## src/rtl/keypad_scanner.sv

```systemverilog
`default_nettype none
// +----------------------------------------------------------------------------+
// | keypad_scanner: 4x4 active-low keypad scanner with synchroniser, debounce   |
// | and one-pulse-per-press key codes. Optional macro: KEYPAD_AUTOREPEAT_EN.    |
// | Revision: 1.0                                                               |
// +----------------------------------------------------------------------------+
module keypad_scanner #(
  parameter int SCAN_DWELL      = 4,
  parameter int DEBOUNCE_CYCLES = 16,
  parameter int REPEAT_CYCLES   = 64
) (
  input  logic       clock,
  input  logic       reset,
  input  logic [3:0] ROW,
  output logic [3:0] COL,
  output logic [3:0] KEY,
  output logic       CLEAR,
  output logic       KEY_HELD
);

  localparam int c_DWELL_W = $clog2(SCAN_DWELL) + 1;
  localparam int c_DB_W    = $clog2(DEBOUNCE_CYCLES) + 1;
  localparam logic [c_DWELL_W-1:0] c_DWELL_LAST = c_DWELL_W'(SCAN_DWELL - 1);
  localparam logic [c_DB_W-1:0]    c_DB_LAST    = c_DB_W'(DEBOUNCE_CYCLES - 1);

  typedef enum logic [1:0] {
    S_SCAN     = 2'd0,
    S_DEBOUNCE = 2'd1,
    S_EMIT     = 2'd2,
    S_HOLD     = 2'd3
  } state_t;

  // The sync delay means a dwell shorter than 3 samples the previous column.
  generate
    if (SCAN_DWELL < 3 || DEBOUNCE_CYCLES < 1 || REPEAT_CYCLES < 2) begin : g_bad_params
      $error("keypad_scanner: illegal parameter value");
    end
  endgenerate

  function automatic logic [1:0] f_enc(input logic [3:0] i_oh);
    case (i_oh)
      4'b0010: f_enc = 2'd1;
      4'b0100: f_enc = 2'd2;
      4'b1000: f_enc = 2'd3;
      default: f_enc = 2'd0;
    endcase
  endfunction

  state_t                r_state;
  logic [3:0]            r_row_meta;
  logic [3:0]            r_row_s;
  logic [3:0]            r_col_oh;
  logic [c_DWELL_W-1:0]  r_dwell;
  logic [c_DB_W-1:0]     r_cnt;
  logic [3:0]            r_pat;
  logic [3:0]            r_idx;
  logic [3:0]            r_key;
  logic                  r_clear;
  logic                  r_held;

  logic [3:0] w_row_low;
  logic       w_single;
  logic [3:0] w_col_rot;
  logic [3:0] w_idx;
  logic       w_is_clear;
  logic [3:0] w_key_code;

  assign w_row_low  = ~r_row_s;
  assign w_single   = (w_row_low != 4'd0) && ((w_row_low & (w_row_low - 4'd1)) == 4'd0);
  assign w_col_rot  = {r_col_oh[2:0], r_col_oh[3]};
  assign w_idx      = {f_enc(w_row_low), f_enc(r_col_oh)};
  assign w_is_clear = (r_idx == 4'hF);
  assign w_key_code = w_is_clear ? 4'd0 : r_idx + 4'd1;

`ifdef KEYPAD_AUTOREPEAT_EN
  localparam int c_REP_W = $clog2(REPEAT_CYCLES) + 1;
  localparam logic [c_REP_W-1:0] c_REP_LAST = c_REP_W'(REPEAT_CYCLES - 1);
  logic [c_REP_W-1:0] r_rep;
`endif

  always_ff @(posedge clock) begin
    if (reset) begin
      r_state    <= S_SCAN;
      r_row_meta <= 4'hF;
      r_row_s    <= 4'hF;
      r_col_oh   <= 4'b0001;
      r_dwell    <= '0;
      r_cnt      <= '0;
      r_pat      <= 4'hF;
      r_idx      <= 4'd0;
      r_key      <= 4'd0;
      r_clear    <= 1'b0;
      r_held     <= 1'b0;
`ifdef KEYPAD_AUTOREPEAT_EN
      r_rep      <= '0;
`endif
    end else begin
      r_row_meta <= ROW;
      r_row_s    <= r_row_meta;
      r_key      <= 4'd0;
      r_clear    <= 1'b0;
      case (r_state)
        S_SCAN: begin
          if (r_dwell == c_DWELL_LAST) begin
            r_dwell <= '0;
            if (w_single) begin
              r_pat   <= r_row_s;
              r_idx   <= w_idx;
              r_cnt   <= '0;
              r_state <= S_DEBOUNCE;
            end else begin
              r_col_oh <= w_col_rot;
            end
          end else begin
            r_dwell <= r_dwell + c_DWELL_W'(1);
          end
        end
        S_DEBOUNCE: begin
          if (r_row_s == r_pat) begin
            if (r_cnt == c_DB_LAST) begin
              r_state <= S_EMIT;
              r_key   <= w_key_code;
              r_clear <= w_is_clear;
              r_held  <= 1'b1;
              r_cnt   <= '0;
`ifdef KEYPAD_AUTOREPEAT_EN
              r_rep   <= '0;
`endif
            end else begin
              r_cnt <= r_cnt + c_DB_W'(1);
            end
          end else begin
            r_state  <= S_SCAN;
            r_col_oh <= w_col_rot;
            r_dwell  <= '0;
          end
        end
        S_EMIT: begin
          r_state <= S_HOLD;
          r_cnt   <= '0;
        end
        default: begin
          // Release is only accepted after an unbroken all-high run.
          if (r_row_s == 4'hF) begin
            if (r_cnt == c_DB_LAST) begin
              r_state  <= S_SCAN;
              r_col_oh <= 4'b0001;
              r_dwell  <= '0;
              r_held   <= 1'b0;
              r_cnt    <= '0;
            end else begin
              r_cnt <= r_cnt + c_DB_W'(1);
            end
          end else begin
            r_cnt <= '0;
          end
        end
      endcase
`ifdef KEYPAD_AUTOREPEAT_EN
      // Repeat phase runs from the EMIT cycle while the latched key stays down.
      if (r_state == S_EMIT || r_state == S_HOLD) begin
        if (r_row_s == 4'hF) begin
          r_rep <= '0;
        end else if (r_row_s == r_pat) begin
          if (r_rep == c_REP_LAST) begin
            r_rep   <= '0;
            r_key   <= w_key_code;
            r_clear <= w_is_clear;
          end else begin
            r_rep <= r_rep + c_REP_W'(1);
          end
        end
      end
`endif
    end
  end

  assign COL      = ~r_col_oh;
  assign KEY      = r_key;
  assign CLEAR    = r_clear;
  assign KEY_HELD = r_held;

endmodule
`default_nettype wire

```

## config.mk

```make
export PLATFORM = sky130hd
export DESIGN_NAME = keypad_scanner
export DESIGN_NICKNAME = d
export VERILOG_FILES = /design/src/rtl/keypad_scanner.sv
export SDC_FILE = /design/constraint.sdc
export NUM_CORES = 1
export LEC_CHECK = 0
export BUFFER_PORTS_ARGS = -buffer_cell sky130_fd_sc_hd__clkbuf_2
export CAP_MARGIN = 20
export CORE_MARGIN = 2
export CORE_UTILIZATION = 40
export CTS_BUF_LIST = sky130_fd_sc_hd__clkbuf_4 sky130_fd_sc_hd__clkbuf_8 sky130_fd_sc_hd__clkbuf_16
export DETAILED_ROUTE_END_ITERATION = 10
export HOLD_SLACK_MARGIN = 0.12
export PLACE_DENSITY = 0.69
export SETUP_SLACK_MARGIN = 0.5
export SYNTH_ARGS = -nofsm -noshare
export SYNTH_HDL_FRONTEND = slang
export SYNTH_SLANG_ARGS = --single-unit
```

## constraint.sdc

```tcl
create_clock -name clock -period 1.8 [get_ports clock]
set_clock_uncertainty 0.2 [all_clocks]
set_input_delay 0.09 -clock clock [delete_from_list [all_inputs] [get_ports clock]]
set_output_delay 0.09 -clock clock [all_outputs]
set_load 0.02 [all_outputs]
```

# Word-level counts from Yosys, hierarchy flattened
# Index checks and enable logic that the tools add are counted.
classes:
  bitwise: 8
  addsub: 4
  n_eq_ne: 19
  n_mux: 31
  n_reduce_logical: 18
ops:
  columns: ["op", "n"]
  rows:
  - ["5-bit 2-to-1 mux", 5]
  - ["4-bit 2-to-1 mux", 5]
  - ["2-bit one-hot mux with 3 select lines", 3]
  - ["4-bit == test, second input constant", 4]
  - ["5-bit one-hot mux with 3 select lines", 1]
  - ["2-bit 2-to-1 mux", 6]
  - ["3-bit 2-to-1 mux", 4]
  - ["4-bit one-hot mux with 3 select lines", 1]
  - ["4-bit nonzero test", 3]
  - ["2-bit inequality test, second input constant", 5]
  - ["3-bit one-hot mux with 3 select lines", 1]
  - ["4-bit by 2-bit == test with 1-bit output, second input constant", 2]
  - ["4-bit by 3-bit == test with 1-bit output, second input constant", 2]
  - ["4-bit NOT", 2]
  - ["4-bit AND reduction", 2]
  - ["3-bit AND reduction", 2]
  - ["6-bit AND reduction", 1]
  - ["3-bit nonzero test", 2]
  - ["5-bit by 1-bit adder with 5-bit output, second input constant", 1]
  - ["5-bit by 4-bit == test with 1-bit output, second input constant", 1]
  - ["1-bit NOT", 5]
  - ["5-bit AND reduction", 1]
  - ["5-bit OR reduction", 1]
  - ["4-bit by 1-bit adder with 4-bit output, second input constant", 1]
  - ["other kinds (16)", 19]
word_totals:
  in_bits: 6
  register_bits: 36
  out_inout_bits: 10
  elab_cells: 91

# Depth between registers and ports, before layout
# Gate-level depths: netlist of run 1.
depth:
  ltp_word: 8
  mapped_depth: 7
  mapped_depth_nobuf: 6

# Least setup slack after synthesis of run 1
# OpenSTA, ideal clock, no wires.
synth_timing:
  path_type: "reg-to-reg"
  start: "register r_dwell[0]"
  end: "register r_cnt[3]"
  synth_period_minus_slack_ps: 1976
  setup_slack_ps: -176
  setup_ps: 70
  t_arrival_ps: 1705
  n_path_buf: 0
  stages_incl_launch_ff: 7
  t_required_ps: 1530
  path_cell_list: "dfxtp_1 > ha_1 > or2b_2 > nor2_1 > a221oi_4 > or4_1 > a21oi_1"
synth_between:
  elab_chain_cells: 3
synth_rtl:
  columns: ["item", "line_no", "rtl"]
  rows:
  - ["from (decl)", "53", "logic [c_DWELL_W-1:0] r_dwell;"]
  - ["from (signal assigned)", "115", "r_dwell <= r_dwell + c_DWELL_W'(1);"]
  - ["3-bit by 2-bit == test with 1-bit output", "104", "if (r_dwell == c_DWELL_LAST) begin"]
  - ["2-bit inequality test (no source line)", null, null]
  - ["3-bit AND reduction (no source line)", null, null]
  - ["to (signal assigned)", "130", "r_cnt <= r_cnt + c_DB_W'(1);"]
  - ["to (signal assigned)", "152", "r_cnt <= r_cnt + c_DB_W'(1);"]
  - ["to (decl)", "54", "logic [c_DB_W-1:0] r_cnt;"]
# No other way between the ends.
# A chain may end at the register's enable or synchronous reset.

# Final worst setup path of run 1
layout_timing:
  start: "register r_row_s[0]"
  end: "register r_cnt[0]"
layout_between:
  elab_chain_cells: 7
  elab_cells_between_ends: 13
  classes_between: "1 x add/sub; 4 x eq/ne; 2 x mux; 2 x bitwise; 4 x reduce/logical"
layout_rtl:
  columns: ["item", "line_no", "rtl"]
  rows:
  - ["from (decl)", "51", "logic [3:0] r_row_s;"]
  - ["from (signal assigned)", "99", "r_row_s <= r_row_meta;"]
  - ["4-bit NOT", "68", "assign w_row_low = ~r_row_s;"]
  - ["4-bit by 1-bit subtractor with 4-bit output", "69", "assign w_single = (w_row_low != 4'd0) && ((w_row_low & (w_row_low - 4'd1)) == 4'd0);"]
  - ["4-bit bitwise AND", "69", null]
  - ["4-bit logical NOT", "69", null]
  - ["1-bit logical AND", "69", null]
  - ["2-bit inequality test (no source line)", null, null]
  - ["3-bit AND reduction (no source line)", null, null]
# Parallel ways exist; a longest one is shown, timed or not.

==> flow_summary_export.csv, run 1 <==
group,metric,value,unit
status,run_status,"finished with violations",
status,failed_checks,"negative setup slack",
global_routing,gr-total-overflow,0,
placement,port_buffers,15,
timing,drv_slew,0,
synthesis,main_combinational_cell_family_by_area_after_synthesis,"simple AND/OR/NAND/NOR gates",
floorplan,initial_cell_density_of_the_core,41.57,%
floorplan,dieArea,0.004689,mm2
worst_setup_path,timing.critical_path.slowest_cell_delay,0.37,ns
clock_network,cts_tree,"yes",
pwr,power_total,1.752,mW
synthesis,synth_largest_area_cell,"dfxtp_1",
floorplan,rows,23,
worst_setup_path,cp_data_arrival_time,1.90,ns
worst_setup_path,worstPathRequired,1.81,ns
global_routing,grt_pass1_vias,1335,
pwr,power_density,690.3,mW/mm2
timing,final_period_minus_worst_setup_slack,1.885,ns
drt,drc_errors,0,
final_layout,stdcell_count,291,
timing,fmax,530.6,MHz
timing,hold_viol_final,0,
timing,worst_pin_slew,0.3806,ns
drt,avgRoutedWirePerCell,13.56,um
timing,timing.slew.headroom,74.54,%
timing,final_critical_path_setup_slack,-0.08453,ns
flow_run,cap_viol_max_count,0,
synthesis,synth_fa_ha_area_share,2.257,%
final_layout,final_cell_mix,"29 x buf_4, 28 x dfxtp_1, 15 x clkbuf_2",
synthesis,synth_simple_gate_area_share,21.44,%
final_layout,final_layout_size_suffix_gt1_share,51.04,%
synthesis,netlist_instances,181,
synthesis,synth_mux_area_share,0.6020,%
global_routing,grt_first_pass_wirelength,5982,um
pwr,ir_drop,476.8,uV
timing,rsz_0062_raised_after_global_routing,"yes",
clock_network,cts.clk_slew.worst_paths,0.07,ns
global_routing,initial_antenna_violation_count,0,
clock_network,tritoncts.num_buffers,5,
placement,placedCellCount,263,
clock_network,cts.sink_count,36,
synthesis,yosys_register_bits,36,
final_layout,design.final.nets,250,
worst_setup_path,worst_setup_path_start_kind,"flip-flop",
synthesis,post_synthesis_compound_gate_area_fraction,19.26,%
synthesis,post_synth.cell_area_avg,9.187,um2
final_layout,antennaDiodeCount,0,
synthesis,proportion_of_synthesized_flip_flops_having_asynchronous_set_or_reset,0,%
drt,dr_total_vias,1483,
global_routing,grtUsageTotal,17.43,%
final_layout,syn_to_final_growth,52.60,%
worst_setup_path,timing.critical_path.cells,"buf_6 > xnor2_4 > and4_4 > a221oi_4 > buf_4 > or3_1 > a21oi_1",
drt,detail_route.first_pass.iterations,4,
floorplan,dieWidth,68.48,um
clock_network,clockBufferDepth,2,
synthesis,synth_edf_count,0,
clock_network,cts-root-buf,"clkbuf_8",
final_layout,num-fill-cells,310,
worst_setup_path,worst_r2r_startpoint,"r_row_s[0]$_SDFF_PP1_",
timing,setup_total_negative_slack,-0.4123,ns
drt,route.detailed.vias_per_inst,5.096,
global_routing,grt_start_max_net_pins,17,
timing,finalCritPeriodShare,104.7,%
synthesis,synth.cell_area,0.001663,mm2
worst_setup_path,crit_start,"r_row_s[0]$_SDFF_PP1_",
clock_network,cts-htree-levels,2,
synthesis,synth.distinct_cells,42,
synthesis,synthXorXnorAreaFrac,6.170,%
synthesis,ys_top_cells_by_area,"dfxtp_1 43%, xnor2_1 4.2%, a21oi_1 3.9%",
worst_setup_path,cpMaxStageDelayCell,"dfxtp_4",
placement,preCtsSetupSlack,-0.2325,ns
final_layout,layout_commonest_cell,"buf_4",
floorplan,boundaryPins,16,
worst_setup_path,worst_setup_path_end_kind,"flip-flop",
pwr,static-leakage-power,1.076,nW
placement,globalplace.congestion,0.8463,
timing,setup_viol,7,
clock_network,clk_latency,0.29,ns
worst_setup_path,path_max_fanout,6,
floorplan,die_y,68.48,um
min_path,min_path_type,"flip-flop to flip-flop",
final_layout,combined_flip_flop_and_latch_cell_area,743.2,um2
final_layout,fin_util,63.43,%
synthesis,netlist.area_leader.share,43.34,%
min_path,hold_path_startpoint,"r_row_meta[3]$_SDFF_PP1_",
synthesis,nets_in_the_synthesized_netlist,190,
placement,dp_hpwl,2533,um
synthesis,dominantRegCellSynth,"dfxtp_1",
drt,ant_nets,0,
synthesis,seq_area_frac_synth,43.34,%
final_layout,multi_input_comb_area,0.001064,mm2
synthesis,synth_warnings,0,
drt,routed_wirelength,3945,um
worst_setup_path,timing.setup.critical_path_class,"flip-flop to flip-flop",
floorplan,core_outline_area,0.004000,mm2
drt,detail_route.iter0.violations,60,
logic make-up (layout without fill, tap and decap cells):
kind of cell | after synthesis | after routing
fa+ha+maj | 3 | 3
flops | 36 | 36
mux | 1 | 1
simple gates | 66 | 66
buf+inv | 22 | 82
compound gates | 43 | 43
xor+xnor | 10 | 10
per-stage QoR:
stage          area (um2)  hold slack (ns)
2_1_floorplan        1728        -0.006189
3_3_place_gp         2011          0.07265
3_5_place_dp         2011          0.07981
4_1_cts              2374           0.2084
5_1_grt              2537           0.2257
6_report             2537           0.2082
cells in the mapped netlist, types with 2 or more instances:
cell / number
inv_1: 11
xnor2_2: 2
ha_1: 3
dfxtp_1: 36
o41ai_1: 3
nand4_1: 2
nor3b_1: 3
buf_2: 2
nor2b_1: 2
buf_6: 4
xnor2_1: 8
nor3_1: 2
clkbuf_1: 5
o21ai_1: 2
nand2_1: 14
nand3_1: 3
nor2_1: 17
o21ai_0: 8
a211o_1: 7
a21oi_1: 13
or2_2: 8
or3_1: 4
or4_1: 3
flip-flops by register name (all words and copies together) (netlist names):
signal,flops
r_state,2
r_col_oh,4
r_dwell,3
r_idx,4
KEY,4
r_row_meta,4
r_pat,4
CLEAR,1
r_row_s,4
KEY_HELD,1
r_cnt,5
metal layers:
metal	part of all wire [%]	GRT usage, %	vias to the layer above
met5	0	0	-
met3	3.3	4.934	6
met4	1.1	6.000	0
met1	43	20.85	698
li1	-	-	755
met2	53	29.69	24
cell type report:
type,count,share of cell area (%)
timing repair buffer,64,20.91
tap,50,2.465
inverter,11,1.627
sequential,36,29.29
multi-input combinational,123,41.91
clock buffer,7,3.797
report_power, final:
part	internal [mW]	total, mW	switching, mW
clock	0.341	0.610	0.270
sequential	0.821	0.851	0.0296
combinational	0.150	0.290	0.140
final timing paths:
| check | endpoint | slack [ns] | cells past startpoint |
|---|---|---|---|
| max reg2reg | r_cnt[0]$_SDFFE_PP0P_ | -0.08 | 7 |
| max | r_cnt[0]$_SDFFE_PP0P_ | -0.08 | 7 |
| min | r_row_s[3]$_SDFF_PP1_ | 0.21 | 1 |
| min reg2reg | r_row_s[3]$_SDFF_PP1_ | 0.21 | 1 |
worst max-delay path: cells and delay by family (launching register included):
family | cells | cell delay, ns
AND/OR/NAND/NOR | 2 | 0.60
flip-flops | 1 | 0.37
buffers and inverters | 2 | 0.28
AO/OA/AOI/OAI | 2 | 0.22
XOR/XNOR | 1 | 0.15
repair_timing:
item	4_1_cts	5_1_grt
endpoints found under the setup margin	28	36
hold endpoints to repair	11	0
buffers inserted	5	10
pin swaps	21	18
hold buffers	6	0
gates cloned	0	0
gates resized for setup	40	21
No activity file was read; power rests on OpenSTA's default activity.
==> run 2, diff against run 1 <==
PLACE_DENSITY = not set   (was 0.69)
PLACE_DENSITY_LB_ADDON = 0.12   (was not set)
==> run 2 against run 1 <==
  * The flow still finishes with violations (negative setup slack)
  * Non-clock buffer count decreased by 12
  * Fmax is 0.10% higher
  * Power grew 4.8%
  * Combinational power shrank 2%
  * Sequential share of layout area rose by 1.5 points
  * Critical path depth did not move
  * Worst hold slack got worse by 0.070 ns
  * Register-to-register slack about the same
  * Die area unchanged
  * Worst setup slack improved by 0.0019 ns
  * Clock power is 15% higher
  * Largest power group unchanged
  * Largest cell class unchanged
  * First-iteration DRC count is 18% lower
==> flow_summary_export.csv, run 2 (synthesis gave the netlist of run 1 again) <==
group,metric,value,unit
floorplan,boundaryPins,16,
placement,globalplace.congestion,0.8592,
global_routing,gr-total-overflow,0,
clock_network,cts.sink_count,36,
timing,finalCritPeriodShare,104.6,%
worst_setup_path,path_max_fanout,3,
pwr,power_total,1.835,mW
global_routing,grtUsageTotal,17.87,%
clock_network,cts-htree-levels,2,
final_layout,design.final.nets,238,
drt,avgRoutedWirePerCell,13.28,um
min_path,min_path_type,"input port to flip-flop",
final_layout,antennaDiodeCount,0,
worst_setup_path,critical-path-top-delay-family,"compound AO/OA/AOI/OAI gates",
timing,setup_viol,5,
clock_network,cts_tree,"yes",
worst_setup_path,cp_data_arrival_time,1.84,ns
timing,drv_slew,0,
timing,setup_total_negative_slack,-0.3381,ns
worst_setup_path,worst_setup_path_end_kind,"flip-flop",
final_layout,final_layout_size_suffix_gt1_share,48.26,%
drt,drc_errors,0,
placement,port_buffers,15,
floorplan,rows,23,
timing,fmax,531.2,MHz
worst_setup_path,worstPathRequired,1.76,ns
final_layout,layout_commonest_cell,"dfxtp_1",
timing,hold_viol_final,0,
global_routing,grt_start_max_net_pins,27,
floorplan,core_outline_area,0.004000,mm2
worst_setup_path,timing.setup.critical_path_class,"flip-flop to flip-flop",
drt,dr_total_vias,1422,
placement,post_dp_cell_area,0.001973,mm2
timing,final_period_minus_worst_setup_slack,1.883,ns
clock_network,clk_latency,0.28,ns
timing,timing.slew.headroom,65.79,%
pwr,ir_drop,536.5,uV
timing,final_critical_path_setup_slack,-0.08259,ns
global_routing,grt_first_pass_wirelength,6313,um
clock_network,tritoncts.num_buffers,5,
worst_setup_path,timing.critical_path.cells,"ha_4 > nand4b_1 > o31ai_2 > a21boi_4 > buf_6 > a211o_1 > o41ai_2",
flow_run,cap_viol_max_count,0,
global_routing,initial_antenna_violation_count,0,
final_layout,register_containing_the_most_flip_flops_in_the_final_layout,"r_cnt",
final_layout,final_cell_mix,"28 x dfxtp_1, 23 x buf_4, 15 x clkbuf_2",
final_layout,syn_to_final_growth,44.70,%
final_layout,largest_register_ff_count,5,
floorplan,initial_cell_density_of_the_core,41.57,%
worst_setup_path,worst_setup_path_start_kind,"flip-flop",
clock_network,cts-root-buf,"clkbuf_8",
drt,ant_nets,0,
timing,worst_pin_slew,0.5131,ns
pwr,static-leakage-power,1.010,nW
drt,detail_route.iter0.violations,49,
drt,routed_wirelength,3718,um
worst_setup_path,cpMaxStageDelayCell,"dfxtp_2",
floorplan,dieWidth,68.48,um
final_layout,fin_area,0.002406,mm2
global_routing,grt_pass1_vias,1453,
status,failed_checks,"negative setup slack",
clock_network,clockBufferDepth,2,
drt,detail_route.first_pass.iterations,4,
floorplan,dieArea,0.004689,mm2
worst_setup_path,timing.critical_path.slowest_cell_delay,0.35,ns
status,run_status,"finished with violations",
placement,placedCellCount,258,
drt,route.detailed.vias_per_inst,5.079,
clock_network,cts.clk_slew.worst_paths,0.07,ns
worst_setup_path,crit_buf_inv,1,
placement,dp_hpwl,2520,um
final_layout,stdcell_count,280,
pwr,power_density,762.6,mW/mm2
floorplan,die_y,68.48,um
timing,rsz_0062_raised_after_global_routing,"yes",
[run 2: changes by cell type in the layout (fill, tap and decap cells not counted), sizes merged]
cell          previous run  this run
bufinv                   0         1
dlymetal6s4s             1         0
dlygate4sd3              5         4
clkbuf                  22        20
clkinvlp                 0         1
clkinv                   0         1
buf                     43        33
[run 2: timing repair]
action | in CTS | in global routing
gates resized for setup | 34 | 18
hold endpoints to repair | 4 | 0
buffers inserted | 4 | 6
endpoints found under the setup margin | 28 | 28
hold buffers | 4 | 0
pin swaps | 19 | 21
[run 2: per-layer routing]
| layer | up-vias | routed length, um | global-route usage [%] |
|---|---|---|---|
| li1 | 725 | - | - |
| met1 | 678 | 1643 | 20.51 |
| met2 | 17 | 1949 | 32.09 |
| met3 | 2 | 100 | 4.441 |
| met4 | 0 | 25 | 5.750 |
| met5 | - | 0 | 0 |
[run 2: path summary, 6_finish.rpt]
check                                         startpoint  slack [ns]                  endpoint  cells past startpoint
worst max register to register     r_cnt[1]$_SDFFE_PP0P_       -0.08  r_col_oh[1]$_SDFFE_PP0P_                      7
worst max-delay path               r_cnt[1]$_SDFFE_PP0P_       -0.08  r_col_oh[1]$_SDFFE_PP0P_                      7
worst min register to register  r_row_meta[2]$_SDFF_PP1_        0.21     r_row_s[2]$_SDFF_PP1_                      1
worst min-delay path                               reset        0.14     r_idx[2]$_SDFFE_PP0P_                      2
[run 2: area by class of cell]
cell class | count | area, um2
clock buffer | 5 | 68.82
clock inverter | 3 | 42.54
fill | 342 | 1594
inverter | 11 | 41.29
multi-input combinational | 123 | 1041
sequential | 36 | 740.7
tap | 50 | 62.56
timing repair buffer | 52 | 409.1
[run 2: power breakdown]
group / switching (mW) / leakage, nW / total, mW / internal [mW]
sequential: 0.0308 / 0.294 / 0.851 / 0.821
combinational: 0.138 / 0.662 / 0.284 / 0.145
clock: 0.290 / 0.0541 / 0.700 / 0.410
[run 2: through the flow]
step	util [%]	hold slack (ns)	worst slack (ns)
detailed placement	49.33	0.07486	-0.2813
global route	60.15	0.1930	-0.1901
floorplan	-	-0.006189	0.03314
CTS	57.02	0.1449	-0.06717
global placement	49.33	0.07391	-0.2208
finish	60.15	0.1380	-0.08259
==> run 3, diff against run 2 <==
RECOVER_POWER = 50   (was not set)
==> run 3 against run 2 <==
  * The run still ends with negative setup slack left
  * Global-route usage did not move
  * First-iteration DRC count did not move
  * Critical path depth unchanged
  * Non-clock buffer count stayed put
  * Count of clock-buffer cells in the layout stayed put
  * Core utilization decreased by 0.28 points
  * Sequential share of layout area increased by 0.14 points
  * Routed wire length is 0.78% higher
  * Critical path type unchanged
  * Critical endpoint unchanged
==> flow_summary_export.csv, run 3 (synthesis gave the netlist of run 1 again) <==
group,metric,value,unit
drt,dr_wl_met2,1956,um
min_path,hold_path_startpoint,"reset",
placement,dp_hpwl,2520,um
worst_setup_path,worstPathRequired,1.76,ns
timing,setup_viol,6,
final_layout,layout_commonest_cell,"dfxtp_1",
worst_setup_path,worst_setup_path_end_kind,"flip-flop",
floorplan,core_outline_area,0.004000,mm2
drt,dr_total_vias,1434,
drt,route.detailed.vias_per_inst,5.121,
drt,avgRoutedWirePerCell,13.38,um
drt,drt-met1-wl,1661,um
placement,post_dp_cell_area,0.001973,mm2
final_layout,antennaDiodeCount,0,
drt,drc_errors,0,
final_layout,fin_util,59.87,%
final_layout,largest_register_ff_count,5,
timing,hold_viol_final,0,
drt,route.top_layer_used,"met4",
clock_network,cts.sink_count,36,
global_routing,grt_start_max_net_pins,27,
timing,timing.slew.headroom,65.25,%
worst_setup_path,cp_data_arrival_time,1.84,ns
clock_network,tritoncts.num_buffers,5,
clock_network,cts-htree-levels,2,
global_routing,grtUsageTotal,17.87,%
timing,worst_pin_slew,0.5212,ns
status,run_status,"finished with violations",
pwr,static-leakage-power,0.9821,nW
worst_setup_path,path_max_fanout,3,
worst_setup_path,reg2reg_path_depth,7,
placement,globalplace.congestion,0.8592,
min_path,worst_hold_path.num_cells,2,
final_layout,register_containing_the_most_flip_flops_in_the_final_layout,"r_cnt",
worst_setup_path,timing.rr.end,"r_col_oh[1]$_SDFFE_PP0P_",
clock_network,cts_tree,"yes",
status,failed_checks,"negative setup slack",
floorplan,initial_cell_density_of_the_core,41.57,%
floorplan,rows,23,
final_layout,fin_area,0.002395,mm2
placement,preCtsSetupSlack,-0.2813,ns
final_layout,syn_to_final_growth,44.02,%
worst_setup_path,worst_setup_path_start_kind,"flip-flop",
final_layout,num-fill-cells,347,
drt,met3RoutedLength,103,um
pwr,power_density,766.1,mW/mm2
global_routing,grt_pass1_vias,1453,
timing,final_period_minus_worst_setup_slack,1.885,ns
clock_network,cts-root-buf,"clkbuf_8",
timing,fmax,530.4,MHz
worst_setup_path,timing.setup.critical_path_class,"flip-flop to flip-flop",
clock_network,cts.clk_slew.worst_paths,0.07,ns
min_path,hold-path-endpoint,"r_idx[2]$_SDFFE_PP0P_",
final_layout,design.final.nets,238,
pwr,ir_drop,536.2,uV
drt,ant_nets,0,
drt,detail_route.first_pass.iterations,4,
timing,final_critical_path_setup_slack,-0.08533,ns
clock_network,clk_latency,0.28,ns
floorplan,dieWidth,68.48,um
final_layout,final_cell_mix,"28 x dfxtp_1, 23 x buf_4, 12 x nand2_1, 12 x nor2_1, 11 x inv_1",
min_path,min_path_type,"input port to flip-flop",
worst_setup_path,regToRegSetupSlack,-0.09,ns
drt,detail_route.iter0.violations,49,
flow_run,cap_viol_max_count,0,
floorplan,die_y,68.48,um
clock_network,clockBufferDepth,2,
final_layout,final_layout_size_suffix_gt1_share,44.35,%
drt,routed_wirelength,3747,um
global_routing,gr-total-overflow,0,
global_routing,initial_antenna_violation_count,0,
global_routing,grt_first_pass_wirelength,6313,um
timing,fin_hold_ws,0.1441,ns
timing,rsz_0062_raised_after_global_routing,"yes",
placement,port_buffers,15,
worst_setup_path,worst_r2r_startpoint,"r_cnt[1]$_SDFFE_PP0P_",
timing,drv_slew,0,
floorplan,dieArea,0.004689,mm2
floorplan,boundaryPins,16,
timing,finalCritPeriodShare,104.7,%
timing,setup_total_negative_slack,-0.3456,ns
[run 3: cell counts in the layout (fill, tap and decap cells not counted)]
Identical to the previous run, type by type.
[run 3: worst max-delay path by stage]
stage	from	to	slack (ns)	depth (start not counted)
final	r_cnt[1]$_SDFFE_PP0P_	r_col_oh[1]$_SDFFE_PP0P_	-0.09	7
after CTS	r_cnt[1]$_SDFFE_PP0P_	r_col_oh[1]$_SDFFE_PP0P_	-0.07	6
after global routing	r_state[1]$_SDFFE_PP0P_	r_col_oh[2]$_SDFFE_PP0P_	-0.19	5
after floorplan	r_row_s[3]$_SDFF_PP1_	r_idx[0]$_SDFFE_PP0P_	0.03	6
after global placement	r_row_s[3]$_SDFF_PP1_	r_col_oh[3]$_SDFFE_PP0P_	-0.22	5
after detailed placement	r_row_s[3]$_SDFF_PP1_	r_col_oh[1]$_SDFFE_PP0P_	-0.28	5
[run 3: power by group]
group          switching, mW  leakage [nW]  internal, mW  total (mW)
Clock                  0.290        0.0541         0.410       0.700
Combinational          0.139         0.634         0.145       0.283
Sequential            0.0311         0.294         0.821       0.852
Total                  0.460         0.982          1.37        1.83
[run 3: critical path, cell delays in order, from the launching register on]
cell and delay (ns):
dfxtp_2 0.35, ha_4 0.13, nand4b_1 0.15, o31ai_2 0.29
a21boi_4 0.32, buf_6 0.13, a211o_1 0.13, o41ai_2 0.06
[run 3: metrics by stage]
step,std cells,power [mW]
global route,280,1.910
finish,280,1.835
detailed placement,258,1.088
global placement,258,1.081
floorplan,181,1.021
CTS,274,1.825
[run 3: area by class of cell]
cell class | instances | area (um2) | share of cell area (%)
Timing Repair Buffer | 52 | 397.9 | 16.61
Tap cell | 50 | 62.56 | 2.612
Sequential cell | 36 | 740.7 | 30.93
Clock buffer | 5 | 68.82 | 2.874
Inverter | 11 | 41.29 | 1.724
Multi-Input combinational cell | 123 | 1041 | 43.47
Clock inverter | 3 | 42.54 | 1.776
[run 3: per-layer routing]
metal	vias to the layer above	GRT usage, %
met1	688	20.51
li1	724	-
met2	20	32.09
met5	-	0
met3	2	4.441
met4	0	5.750
[run 3: repair_timing]
item / 4_1_cts / 5_1_grt
setup endpoints to repair: 28 / 28
hold buffers: 4 / 0
buffers inserted: 4 / 6
gates resized for setup: 34 / 18
hold endpoints to repair: 4 / 0
pin swaps: 19 / 21
